--- src/rtl/saturate_pipe_if.sv ---
// Bundles the sample stream and statistics outputs of the saturation stage.
// The master modport belongs to whoever supplies samples and consumes the
// clamped results; the slave modport is the saturation stage itself.
interface saturate_pipe_if #(
  parameter int IN_W  = 16,
  parameter int OUT_W = 10,
  parameter int CNT_W = 8
);
  logic             in_vld;
  logic [IN_W-1:0]  in_data;
  logic             clr_stat;
  logic             out_vld;
  logic [OUT_W-1:0] out_data;
  logic             sat_hi;
  logic             sat_lo;
  logic             sat_sticky;
  logic [CNT_W-1:0] sat_cnt;
  logic             windup;

  modport master (
    output in_vld, in_data, clr_stat,
    input  out_vld, out_data, sat_hi, sat_lo, sat_sticky, sat_cnt, windup
  );

  modport slave (
    input  in_vld, in_data, clr_stat,
    output out_vld, out_data, sat_hi, sat_lo, sat_sticky, sat_cnt, windup
  );
endinterface

--- src/rtl/saturate_pipe.sv ---
// Registered saturation stage: clamps a wide error term to OUT_W bits with one
// cycle of latency, and tracks saturation statistics plus a windup detector
// that tells the PID integrator when to freeze.
module saturate_pipe #(
  parameter int IN_W      = 16,
  parameter int OUT_W     = 10,
  parameter int SIGNED    = 1,
  parameter int CNT_W     = 8,
  parameter int WINDUP_TH = 4
) (
  input  logic            clk,
  input  logic            rst,
  saturate_pipe_if.slave  bus
);

  typedef enum logic [1:0] {
    NORM = 2'd0,
    RUN  = 2'd1,
    WIND = 2'd2
  } wind_state_t;

  localparam logic [7:0]       TH_8    = 8'(WINDUP_TH);
  localparam logic [CNT_W-1:0] CNT_MAX = {CNT_W{1'b1}};

  // Clamp result for the sample currently on the input
  logic [OUT_W-1:0] clamp_data;
  logic             clamp_hi;
  logic             clamp_lo;
  logic             clamp_sat;

  // Output and statistics registers
  logic             out_vld_reg;
  logic [OUT_W-1:0] out_data_reg;
  logic             sat_hi_reg;
  logic             sat_lo_reg;
  logic             sat_sticky_reg;
  logic [CNT_W-1:0] sat_cnt_reg;

  // Windup tracker; dir is 1 for high-side saturation, 0 for low-side
  wind_state_t state_reg, state_next;
  logic [7:0]  run_reg, run_next;
  logic        dir_reg, dir_next;

  // Clamp the incoming sample; signed mode requires the bits above the kept
  // sign bit to be a pure sign extension, unsigned mode requires them all zero
  always_comb begin
    clamp_data = bus.in_data[OUT_W-1:0];
    clamp_hi   = 1'b0;
    clamp_lo   = 1'b0;
    if (SIGNED != 0) begin
      if (!(&bus.in_data[IN_W-1:OUT_W-1]) && (|bus.in_data[IN_W-1:OUT_W-1])) begin
        if (bus.in_data[IN_W-1]) begin
          clamp_data = {1'b1, {(OUT_W-1){1'b0}}};
          clamp_lo   = 1'b1;
        end else begin
          clamp_data = {1'b0, {(OUT_W-1){1'b1}}};
          clamp_hi   = 1'b1;
        end
      end
    end else if (|bus.in_data[IN_W-1:OUT_W]) begin
      clamp_data = {OUT_W{1'b1}};
      clamp_hi   = 1'b1;
    end
  end

  assign clamp_sat = clamp_hi | clamp_lo;

  // Output stage: capture valid samples, hold data and flags across gaps
  always_ff @(posedge clk) begin
    if (rst) begin
      out_vld_reg  <= 1'b0;
      out_data_reg <= '0;
      sat_hi_reg   <= 1'b0;
      sat_lo_reg   <= 1'b0;
    end else begin
      out_vld_reg <= bus.in_vld;
      if (bus.in_vld) begin
        out_data_reg <= clamp_data;
        sat_hi_reg   <= clamp_hi;
        sat_lo_reg   <= clamp_lo;
      end
    end
  end

  // Sticky flag and saturating event counter; a clear wins over a
  // same-cycle sample, which is then not counted
  always_ff @(posedge clk) begin
    if (rst || bus.clr_stat) begin
      sat_sticky_reg <= 1'b0;
      sat_cnt_reg    <= '0;
    end else if (bus.in_vld && clamp_sat) begin
      sat_sticky_reg <= 1'b1;
      if (sat_cnt_reg != CNT_MAX) begin
        sat_cnt_reg <= sat_cnt_reg + 1'b1;
      end
    end
  end

  // Windup tracker state register
  always_ff @(posedge clk) begin
    if (rst) begin
      state_reg <= NORM;
      run_reg   <= '0;
      dir_reg   <= 1'b0;
    end else begin
      state_reg <= state_next;
      run_reg   <= run_next;
      dir_reg   <= dir_next;
    end
  end

  // Windup tracker next state: counts consecutive same-direction saturations;
  // idle cycles (in_vld=0) leave the run untouched
  always_comb begin
    state_next = state_reg;
    run_next   = run_reg;
    dir_next   = dir_reg;
    if (bus.clr_stat) begin
      state_next = NORM;
      run_next   = '0;
    end else if (bus.in_vld) begin
      unique case (state_reg)
        NORM: begin
          if (clamp_sat) begin
            run_next   = 8'd1;
            dir_next   = clamp_hi;
            state_next = (WINDUP_TH == 1) ? WIND : RUN;
          end
        end
        RUN: begin
          if (!clamp_sat) begin
            state_next = NORM;
            run_next   = '0;
          end else if (clamp_hi == dir_reg) begin
            run_next = run_reg + 8'd1;
            if ((run_reg + 8'd1) >= TH_8) begin
              state_next = WIND;
            end
          end else begin
            run_next = 8'd1;
            dir_next = clamp_hi;
          end
        end
        WIND: begin
          if (!clamp_sat) begin
            state_next = NORM;
            run_next   = '0;
          end else if (clamp_hi != dir_reg) begin
            run_next   = 8'd1;
            dir_next   = clamp_hi;
            state_next = RUN;
          end
        end
        default: begin
          state_next = NORM;
          run_next   = '0;
        end
      endcase
    end
  end

  assign bus.out_vld    = out_vld_reg;
  assign bus.out_data   = out_data_reg;
  assign bus.sat_hi     = sat_hi_reg;
  assign bus.sat_lo     = sat_lo_reg;
  assign bus.sat_sticky = sat_sticky_reg;
  assign bus.sat_cnt    = sat_cnt_reg;
  assign bus.windup     = (state_reg == WIND);

endmodule

--- src/flat_wrapper.sv ---
// flat-port wrapper written by rule: the top's interface ports become plain ports
module saturate_pipe_flat 
#(
  parameter int IN_W      = 16,
  parameter int OUT_W     = 10,
  parameter int SIGNED    = 1,
  parameter int CNT_W     = 8,
  parameter int WINDUP_TH = 4
)
  (clk, rst, bus_in_vld, bus_in_data, bus_clr_stat, bus_out_vld, bus_out_data, bus_sat_hi, bus_sat_lo, bus_sat_sticky, bus_sat_cnt, bus_windup);
  saturate_pipe_if #(.IN_W(IN_W), .OUT_W(OUT_W), .CNT_W(CNT_W)) bus_i ();
  input  logic clk;
  input  logic rst;
  input wire logic [$bits(bus_i.in_vld)-1:0] bus_in_vld;
  input wire logic [$bits(bus_i.in_data)-1:0] bus_in_data;
  input wire logic [$bits(bus_i.clr_stat)-1:0] bus_clr_stat;
  output wire logic [$bits(bus_i.out_vld)-1:0] bus_out_vld;
  output wire logic [$bits(bus_i.out_data)-1:0] bus_out_data;
  output wire logic [$bits(bus_i.sat_hi)-1:0] bus_sat_hi;
  output wire logic [$bits(bus_i.sat_lo)-1:0] bus_sat_lo;
  output wire logic [$bits(bus_i.sat_sticky)-1:0] bus_sat_sticky;
  output wire logic [$bits(bus_i.sat_cnt)-1:0] bus_sat_cnt;
  output wire logic [$bits(bus_i.windup)-1:0] bus_windup;
  assign bus_i.in_vld = bus_in_vld;
  assign bus_i.in_data = bus_in_data;
  assign bus_i.clr_stat = bus_clr_stat;
  assign bus_out_vld = bus_i.out_vld;
  assign bus_out_data = bus_i.out_data;
  assign bus_sat_hi = bus_i.sat_hi;
  assign bus_sat_lo = bus_i.sat_lo;
  assign bus_sat_sticky = bus_i.sat_sticky;
  assign bus_sat_cnt = bus_i.sat_cnt;
  assign bus_windup = bus_i.windup;
  saturate_pipe #(.IN_W(IN_W), .OUT_W(OUT_W), .SIGNED(SIGNED), .CNT_W(CNT_W), .WINDUP_TH(WINDUP_TH)) u_core (.clk(clk), .rst(rst), .bus(bus_i));
endmodule
--- config.mk ---
export PLATFORM = sky130hd
export DESIGN_NAME = saturate_pipe_flat
export DESIGN_NICKNAME = d
export VERILOG_FILES = /design/src/rtl/saturate_pipe_if.sv /design/src/rtl/saturate_pipe.sv /design/src/flat_wrapper.sv
export SDC_FILE = /design/constraint.sdc
export NUM_CORES = 1
export LEC_CHECK = 0
export ABC_AREA = 0
export BUFFER_PORTS_ARGS = -buffer_cell sky130_fd_sc_hd__buf_2
export CAP_MARGIN = 20
export CORE_MARGIN = 1.5
export CORE_UTILIZATION = 50
export CTS_CLUSTER_SIZE = 20
export DETAILED_ROUTE_END_ITERATION = 10
export PLACE_DENSITY = 0.72
export SLEW_MARGIN = 10
export SYNTH_ARGS = -nofsm -noshare
export SYNTH_HDL_FRONTEND = slang
export SYNTH_SLANG_ARGS = --single-unit
--- constraint.sdc ---
create_clock -name clk -period 2.2 [get_ports clk]
set_input_delay 0.33 -clock clk [delete_from_list [all_inputs] [get_ports clk]]
set_output_delay 0.33 -clock clk [all_outputs]
set_load 0.03 [all_outputs]
==> summary.txt <==
Top-area cell type share of the netlist area -> 37.5%
Top Metal Used -> met4
Clock sink total -> 33
WL final -> 3810 um
Worst-margin pin slew -> 0.517 ns
Post-synthesis mux area share -> 4.54%
Largest family of logic cells by synthesized area -> simple AND/OR/NAND/NOR gates
Cts hold-fix bufs -> 0
Die area -> 0.00389 mm2
Die width -> 62.4 um
CP max FO -> 12
Status -> finished, final reports clean
Switch Pwr -> 321 uW
Clock share of power -> 27.0%
Crit. End Element -> flip-flop
Fin. max-slew vios -> 0
Compound-Gate Fraction of Synth Area -> 20.0%
DR WL met3 -> 213 um
H-tree Lvls -> 2
NumNets Final -> 273
Met1 wire length -> 1780 um
Clock buffer depth -> 2
Die H -> 62.4 um
Crit path DAT -> 2.20 ns
Slowest CP cell -> nor4_1
FP Rows -> 21
Internal power -> 798 uW
Ant diodes -> 0
Layout cell share with drive strength beyond 1 -> 27.2%
Peak per-stage delay on the critical path -> 0.44 ns
Leak Pwr -> 0.000832 uW
CTS resizes -> 0
Top-count cell post-synth -> dfxtp_1
DR pass1 iterations -> 4
Detailed placement HPWL -> 2710 um
Number of nets with antenna violations after routing -> 0
Vias in the first global route -> 1,482
Drt drc -> 0
Worst reg-to-reg setup slack -> 0.27 ns
Num CTS Buffers -> 5
Worst Skew -> 0.0134 ns
Hold Vio Cnt, Final -> 0
Mapped Cells -> 210
Worst Hold Launch -> bus_in_data[5]
Synth Cell Area -> 0.00176 mm2
Synth Flop Type -> dfxtp_1
Clock Tree Root -> clkbuf_4
Top cells by area in the synthesized netlist -> dfxtp_1 37%, a21oi_1 5.7%, mux2i_1 4.5%
Syn_nets -> 232
Ys async rst share -> 0%
Setup Viol. Count Final -> 0
Sequential share of power -> 56.7%
Register area share after synthesis -> 37.5%
Setup tns final -> 0 ns
Post-layout min period -> 1.93 ns
Gpl congestion -> 0.768
Top cell types by occurrence after synthesis -> 33 x dfxtp_1, 20 x a21oi_1, 19 x nand2_1, 19 x nor2_1, 10 x nor3_1
Pwr per Cell Area -> 545 mW/mm2
Yosys Warn Count -> 0
Startpoint types -> flip-flop
Synth unique cells -> 49
Worst min path class -> in -> reg
Pre-CTS WS -> 0.287 ns
Tot GR Track Use -> 21.0%
R2R depth -> 6
DR vias -> 1,599
First-pass GRT wire length -> 6580 um
Critical path class -> reg -> reg
Reg-to-reg startpoint -> u_core.bus.sat_cnt[0]
Hold Path End -> u_core.bus.out_data[5]
Vias per cell -> 5.40
IO Count -> 43
RSZ-0062 raised after global routing -> no
Worst hold stages -> 3
Max Fclk -> 0.517 GHz
Post-synth EDFFs -> 0
Max VDD drop -> 0.343 mV
Fin crit share -> 87.9%
Setup Fix Bufs, Post-CTS -> 0
Worst-Skew Late Latency -> 0.33 ns
Area growth syn-to-layout -> 16.5%
I/O Buffers -> 42
Core ar. -> 0.00336 mm2
Clk pin slew, worst setup/hold paths -> 0.09 ns
Post-synthesis xor/xnor area fraction -> 3.05%
Post-synthesis simple-gate area fraction -> 29.0%
Sw Share -> 28.7%
Synth area leader -> dfxtp_1
Setup ws final -> 0.266 ns
Synth Register Bits -> 33
Starting Density -> 52.4%
Worst Path Required -> 2.47 ns
Power share of the combinational group -> 16.4%
Area share of fa/ha/maj cells after synthesis -> 1.42%
Max transition margin -> 65.5%
Avg Inst Size Synth -> 8.39 um2
Grt ovf -> 0
Antenna violations before repair -> 0
Max reg flops -> 10
Largest net degree at the start of global routing -> 33
Critical-path cell list -> ha_1, nand3_1, or3_1, nand4_1, nor4_1, mux2i_1
Max_cap viols -> 0
R2r endpoint -> u_core.bus.sat_cnt[5]
1st-iter DRT viols -> 68
Met2 WL post-DR -> 1790 um
CTS tree -> built
Avg WL per Cell -> 12.9 um
## worst max-delay path, delay by kind of cell, from the launching register on
family | cells | cell delay [ns]
DFF | 1 | 0.35
muxes | 1 | 0.21
and+or+nand+nor | 4 | 1.09
adders and majority gates | 1 | 0.21
## per-layer routing
layer | vias up | GRT usage (%)
met4 | 0 | 6.67
met5 | - | 0
met3 | 2 | 7.21
met1 | 723 | 25.6
li1 | 838 | -
met2 | 36 | 35.2
## cells in the final DEF, fill, tap and decap left out, drive strengths merged, types with 5 or more instances in the layout
cell,n
nand3,7
nand2b,8
nor3,10
nand2,19
buf,47
nand4,5
nor2,19
a21oi,21
nor4,5
nand3b,5
mux2i,8
or3,6
a31o,6
clkbuf,5
dfxtp,33
inv,6
## cell families after synthesis
| logic type | Yosys count |
|---|---|
| simple gates | 96 |
| compound gates | 48 |
| flops | 33 |
| buf+inv | 19 |
| mux | 8 |
| xor+xnor | 4 |
| fa+ha+maj | 2 |
## layout make-up
cell class              instances  area, um2
clock inverters                 1       5.00
clock buffers                   5       37.5
inverters                       6       22.5
repair buffers                 47        248
multi-input cells             158       1020
well taps                      46       57.6
fillers                       353       1310
flip-flops and latches         33        661
## power by group through the flow
stage               Combinational, uW  Sequential, uW  Clock, uW
floorplan                        92.3             681          0
global placement                  182             647          0
detailed placement                184             647          0
CTS                               185             634        312
global route                      202             638        341
finish                            183             634        302
## stage by stage
stage / cells / hold WS [ns] / power, uW / utilization [%] / cell area, um2
after floorplan: 210 / 0.476 / 773 / - / 1760
after global placement: 290 / 0.458 / 830 / 59.8 / 2010
after detailed placement: 290 / 0.465 / 831 / 59.8 / 2010
after CTS: 296 / 0.292 / 1130 / 61.1 / 2050
after global routing: 296 / 0.305 / 1180 / 61.1 / 2050
final: 296 / 0.302 / 1120 / 61.1 / 2050
## worst max-delay path by stage
stage	from	to	slack, ns
final	u_core.bus.sat_cnt[0]	u_core.bus.sat_cnt[5]	0.27
after global routing	u_core.bus.sat_cnt[0]	u_core.bus.sat_cnt[7]	0.08
after CTS	u_core.bus.sat_cnt[0]	u_core.bus.sat_cnt[5]	0.26
after detailed placement	u_core.bus.sat_cnt[0]	u_core.bus.sat_cnt[5]	0.29
after global placement	bus_in_data[10]	u_core.bus.sat_cnt[1]	0.34
after floorplan	u_core.bus.sat_cnt[0]	u_core.bus.sat_cnt[1]	0.34
(Power assumes the default switching activity.)
